==> src/rtl/pin_collider.sv <==
// Per-frame pin/ball collision scanner: one pin issued per cycle into a 2-stage
// distance pipeline, sticky hit flags with velocity captured on first hit.
module pin_collider #(
  parameter int HIT_RADIUS = 40,
  parameter int VEL_SHIFT  = 2,
  parameter int NUM_PINS   = 10
) (
  input  logic                         clk_in,
  input  logic                         rst_in,
  input  logic                         rst_sim,
  input  logic                         frame_in,
  input  logic [10:0]                  ball_x,
  input  logic [9:0]                   ball_y,
  input  logic [15:0]                  ball_vx,
  input  logic [15:0]                  ball_vy,
  input  logic                         ball_x_neg,
  input  logic [NUM_PINS-1:0][10:0]    pins_x,
  input  logic [NUM_PINS-1:0][9:0]     pins_y,
  output logic                         valid_out,
  output logic                         is_vy_neg,
  output logic [NUM_PINS-1:0][15:0]    pins_vx_out,
  output logic [NUM_PINS-1:0][15:0]    pins_vy_out,
  output logic [NUM_PINS-1:0]          pins_hit_out,
  output logic                         busy_out
);
  localparam logic [22:0] R2   = 23'(HIT_RADIUS * HIT_RADIUS);
  localparam logic [3:0]  LAST = 4'(NUM_PINS - 1);

  typedef enum logic [2:0] {IDLE, SNAP, SCAN, DRAIN, DONE} state_t;

  state_t state_q, state_d;
  logic [3:0] idx_q, idx_d;

  logic [10:0] bx_q, bx_d;
  logic [9:0]  by_q, by_d;
  logic [15:0] bvx_q, bvx_d, bvy_q, bvy_d;
  logic        bneg_q, bneg_d;
  logic [NUM_PINS-1:0][10:0] px_q, px_d;
  logic [NUM_PINS-1:0][9:0]  py_q, py_d;

  // vld_pipe[0]: issued pin index, vld_pipe[1]: dx/dy registered
  logic [1:0]  vld_pipe_q, vld_pipe_d;
  logic [3:0]  iss_idx_q, iss_idx_d, s1_idx_q, s1_idx_d;
  logic [10:0] dx_q, dx_d, px_sel;
  logic [9:0]  dy_q, dy_d, py_sel;
  logic [21:0] dx2;
  logic [19:0] dy2;
  logic [22:0] d2;

  logic [NUM_PINS-1:0]       hit_q, hit_d;
  logic [NUM_PINS-1:0][15:0] vx_q, vx_d, vy_q, vy_d;
  logic                      neg_q, neg_d;

  always_comb begin
    state_d    = state_q;
    idx_d      = idx_q;
    bx_d       = bx_q;
    by_d       = by_q;
    bvx_d      = bvx_q;
    bvy_d      = bvy_q;
    bneg_d     = bneg_q;
    px_d       = px_q;
    py_d       = py_q;
    hit_d      = hit_q;
    vx_d       = vx_q;
    vy_d       = vy_q;
    neg_d      = neg_q;
    iss_idx_d  = iss_idx_q;

    vld_pipe_d = {vld_pipe_q[0], state_q == SCAN};
    s1_idx_d   = iss_idx_q;
    px_sel     = px_q[iss_idx_q];
    py_sel     = py_q[iss_idx_q];
    dx_d       = (bx_q >= px_sel) ? bx_q - px_sel : px_sel - bx_q;
    dy_d       = (by_q >= py_sel) ? by_q - py_sel : py_sel - by_q;

    dx2 = {11'd0, dx_q} * {11'd0, dx_q};
    dy2 = {10'd0, dy_q} * {10'd0, dy_q};
    d2  = {1'b0, dx2} + {3'd0, dy2};

    // first hit only: later frames keep the original velocity
    if (vld_pipe_q[1] && !hit_q[s1_idx_q] && d2 <= R2) begin
      hit_d[s1_idx_q] = 1'b1;
      vx_d[s1_idx_q]  = bvx_q >> VEL_SHIFT;
      vy_d[s1_idx_q]  = bvy_q >> VEL_SHIFT;
      neg_d           = bneg_q;
    end

    case (state_q)
      IDLE: if (frame_in) begin
        bx_d    = ball_x;
        by_d    = ball_y;
        bvx_d   = ball_vx;
        bvy_d   = ball_vy;
        bneg_d  = ball_x_neg;
        px_d    = pins_x;
        py_d    = pins_y;
        state_d = SNAP;
      end
      SNAP: begin
        idx_d   = 4'd0;
        state_d = SCAN;
      end
      SCAN: begin
        iss_idx_d = idx_q;
        idx_d     = idx_q + 4'd1;
        if (idx_q == LAST) state_d = DRAIN;
      end
      DRAIN: if (vld_pipe_q[1] && s1_idx_q == LAST) state_d = DONE;
      DONE:  state_d = IDLE;
      default: state_d = IDLE;
    endcase
  end

  always_ff @(posedge clk_in) begin
    if (rst_in || rst_sim) begin
      state_q    <= IDLE;
      idx_q      <= '0;
      bx_q       <= '0;
      by_q       <= '0;
      bvx_q      <= '0;
      bvy_q      <= '0;
      bneg_q     <= 1'b0;
      px_q       <= '0;
      py_q       <= '0;
      vld_pipe_q <= '0;
      iss_idx_q  <= '0;
      s1_idx_q   <= '0;
      dx_q       <= '0;
      dy_q       <= '0;
      hit_q      <= '0;
      vx_q       <= '0;
      vy_q       <= '0;
      neg_q      <= 1'b0;
    end else begin
      state_q    <= state_d;
      idx_q      <= idx_d;
      bx_q       <= bx_d;
      by_q       <= by_d;
      bvx_q      <= bvx_d;
      bvy_q      <= bvy_d;
      bneg_q     <= bneg_d;
      px_q       <= px_d;
      py_q       <= py_d;
      vld_pipe_q <= vld_pipe_d;
      iss_idx_q  <= iss_idx_d;
      s1_idx_q   <= s1_idx_d;
      dx_q       <= dx_d;
      dy_q       <= dy_d;
      hit_q      <= hit_d;
      vx_q       <= vx_d;
      vy_q       <= vy_d;
      neg_q      <= neg_d;
    end
  end

  assign valid_out    = (state_q == DONE);
  assign busy_out     = (state_q != IDLE);
  assign is_vy_neg    = neg_q;
  assign pins_hit_out = hit_q;
  assign pins_vx_out  = vx_q;
  assign pins_vy_out  = vy_q;
endmodule

==> config.mk <==
export PLATFORM = sky130hd
export DESIGN_NAME = pin_collider
export DESIGN_NICKNAME = d
export VERILOG_FILES = /design/src/rtl/pin_collider.sv
export SDC_FILE = /design/constraint.sdc
export NUM_CORES = 2
export LEC_CHECK = 0
export CAP_MARGIN = 5
export CORE_UTILIZATION = 39
export CTS_CLUSTER_SIZE = 12
export DETAILED_ROUTE_END_ITERATION = 6
export HOLD_SLACK_MARGIN = 0.05
export PLACE_DENSITY_LB_ADDON = 0.25
export SETUP_SLACK_MARGIN = 0.05
export SYNTH_ARGS = -nofsm -noshare
export SYNTH_HDL_FRONTEND = slang
export SYNTH_SLANG_ARGS = --single-unit
==> constraint.sdc <==
create_clock -name clk_in -period 8.1 [get_ports clk_in]
set_input_delay 1.62 -clock clk_in [delete_from_list [all_inputs] [get_ports clk_in]]
set_output_delay 1.62 -clock clk_in [all_outputs]
set_load 0.1 [all_outputs]
==> impl_metrics.tcl <==
set metrics [dict create \
    tns_ns 0 \
    antenna_found_initial 20 \
    gp_congestion 0.895 \
    slew_headroom 0.195 \
    pre_cts_ws_ns -0.0135 \
    postCtsHoldBufs 0 \
    die_w_um 283 \
    yosys_most_used_dff "dfxtp_1" \
    die_area_mm2 0.0801 \
    start_kind "flip-flop" \
    fmax_mhz 129 \
    io_pins 601 \
    fin_crit_ns 7.74 \
    final_max_slew_viol_count 0 \
    drt_iter0_markers 1543 \
    maxCapViolCount 0 \
    ys_seq_area_frac 0.383 \
    critPathBufInv 6 \
    wl_per_cell_um 18.7 \
    hp-class "flip-flop to flip-flop" \
    dr.pass1.iters 5 \
    regArea_mm2 0.0118 \
    cts_inserted_buffers 68 \
    syn_inst 3429 \
    routed_wl_mm 93.4 \
    synth_seq_cells 589 \
    syn_area_per_cell_um2 8.99 \
    clkSinkCount 589 \
    critical_path_class "flip-flop to flip-flop" \
    cpPeakStageDelay_ns 0.62 \
    clock_skew_ns 0.0437 \
    grt_pass1_wl_mm 143 \
    gr-total-overflow 0 \
    synth_warnings 0 \
    rsz0062_at_grt "no" \
    hold_ws_ns 0.449 \
    yosys.cell_types.count 72 \
    path_common_cell "fa_1" \
    peakVddDrop_mv 0.127 \
    n_fill_cell 7369 \
    crit_family "adder cells" \
    start_util 0.396 \
    ant_nets 0 \
    synth-edff-count 0 \
    insertion_delay_ns 0.62 \
    cp.required_ns 8.57 \
    path_clk_slew_ns 0.06 \
    route.detailed.drc 0 \
    cpMaxStageDelayCell "or4b_4" \
    crit_chain "buf_4, inv_1, nor2_1, fa_1, inv_1, fa_1, fa_1, inv_1, fa_1, fa_1, fa_1, fa_1, ha_1, buf_4, nand4_1, or4b_4, and3_1, a221o_1, or4_4, or4_4, clkbuf_16, mux2i_1" \
    fin_crit_sh 0.956 \
    layout-drive-gt1-share 0.0638 \
    power_w 0.00718 \
    cp.arrival_ns 8.21 \
    post_cts_buffers 0 \
    num_vias 24916 \
    grt_max_degree 240 \
    finalSetupViolations 0 \
    dpl.hpwl_mm 66.8 \
    powerDensity_mw_per_mm2 181 \
    layout.nets 4451 \
    layout_setup_ws_ns 0.355 \
    syn_to_final_growth_pct 28.8 \
    root_buffer "clkbuf_16" \
    syn_area_mm2 0.0308 \
    finalHoldViolCount 0 \
    grt.total_usage 0.228 \
    viasPerCell 4.99 \
    multiInputGateArea_mm2 0.0172 \
    status "finished clean" \
    worst_pin_slew_ns 1.21 \
    portBuffers 556 \
    endpoint_kind "flip-flop" \
    final_common_cell "nand2_1" \
    clock_path_buffers 3 \
    die_y_um 283 \
    grt_pass1_vias 24478 \
    cp_max_fo 14 \
    layout_common_cells "nand2_1, dfxtp_1, clkdlybuf4s50_1, mux2i_1, a21oi_1" \
    htreeDepth 3 \
    async_reset_ff_frac 0 \
    cts_tree "done" \
    design.core.area_mm2 0.0778 \
    leakagePower_nw 17.5 \
    core.rowCount 102 \
]
==> cell usage after synthesis (11+ instances only) <==
library cell	n	area (um^2)
nor2_1	67	251
a21o_1	21	158
nor2b_1	18	113
nand2b_1	13	81.3
dfxtp_1	589	11800
or3_1	11	68.8
buf_2	19	95.1
nor3_1	20	100
ha_1	136	1700
inv_1	249	935
a21oi_1	308	1540
mux2i_1	334	3340
and2_1	69	432
nand3_1	22	110
mux4_2	44	991
a211oi_1	13	97.6
xor2_1	12	105
fa_1	148	2960
clkbuf_1	181	679
o21ai_0	31	155
xnor2_1	16	140
nand2_1	911	3420
o22a_1	21	184
buf_4	42	315
==> final cells by class <==
| class | instances | share of cell area |
|---|---|---|
| multi-input cells | 2377 | 0.433 |
| flip-flops and latches | 589 | 0.297 |
| repair buffers | 614 | 0.155 |
| clock buffers | 96 | 0.0503 |
| well taps | 1040 | 0.0328 |
| inverters | 249 | 0.0236 |
| clock inverters | 24 | 0.00719 |
| diodes | 9 | 0.000568 |
==> through the flow <==
| step | utilization | instance area [um^2] | std cells |
|---|---|---|---|
| finish | 0.510 | 39700 | 4998 |
| global route | 0.510 | 39700 | 4997 |
| floorplan | - | 31000 | 3468 |
| detailed placement | 0.479 | 37300 | 4866 |
| global placement | 0.479 | 37300 | 4866 |
| CTS | 0.508 | 39500 | 4986 |
==> cell families after synthesis <==
logic type | Yosys count | synth area share
xor gates and xnor gates | 28 | 0.00796
buffers and inverters | 502 | 0.0680
muxes | 383 | 0.142
and+or+nand+nor | 1179 | 0.160
adders and majority gates | 284 | 0.151
AOI/OAI and AO/OA | 463 | 0.0877
other | 1 | 0.000122
DFF | 589 | 0.383
==> sequential cells by signal, indices dropped and copies added (netlist names), 3 cells and up <==
signal	cells
pins_vx_out	140
pins_vy_out	140
px_q	110
py_q	100
bvx_q	14
bvy_q	14
bx_q	11
dx_q	11
by_q	10
dy_q	10
pins_hit_out	10
idx_q	4
iss_idx_q	4
s1_idx_q	4
state_q	3
==> where the power goes <==
group          switching [W]  internal, W  leakage [nW]  total (W)
sequential         0.0000419      0.00295          4.77    0.00299
clock                0.00128      0.00183          1.13    0.00312
combinational       0.000636     0.000435          11.6    0.00107
total                0.00196      0.00522          17.5    0.00718
==> per-layer routing <==
metal  up-vias  global-route usage  share of wire
met2       569               0.394           0.49
met1     12019               0.277           0.42
met3       173              0.0449          0.051
li1      12133                   -              -
met4        22              0.0919          0.036
met5         -                   0         0.0016
==> final timing paths <==
check	to	cells after the start	slack, ns	start
setup / recovery	pins_vy_out[100]	22	0.36	dx_q[6]
hold / removal	px_q[39]	2	0.45	px_q[39]
setup reg to reg	pins_vy_out[100]	22	0.36	dx_q[6]
hold reg to reg	px_q[39]	2	0.45	px_q[39]
==> worst min-delay path: stages, from the launching register on <==
cell and delay [ns]:
dfxtp_1 0.30, nand2_1 0.05, a21oi_1 0.05
==> what timing repair did <==
item / 4_1_cts / 5_1_grt
endpoints found under the setup margin: 86 / 114
pin swaps: 0 / 0
gates cloned: 0 / 3
resized for setup: 1 / 11
Power figures use the tool's default switching activity.
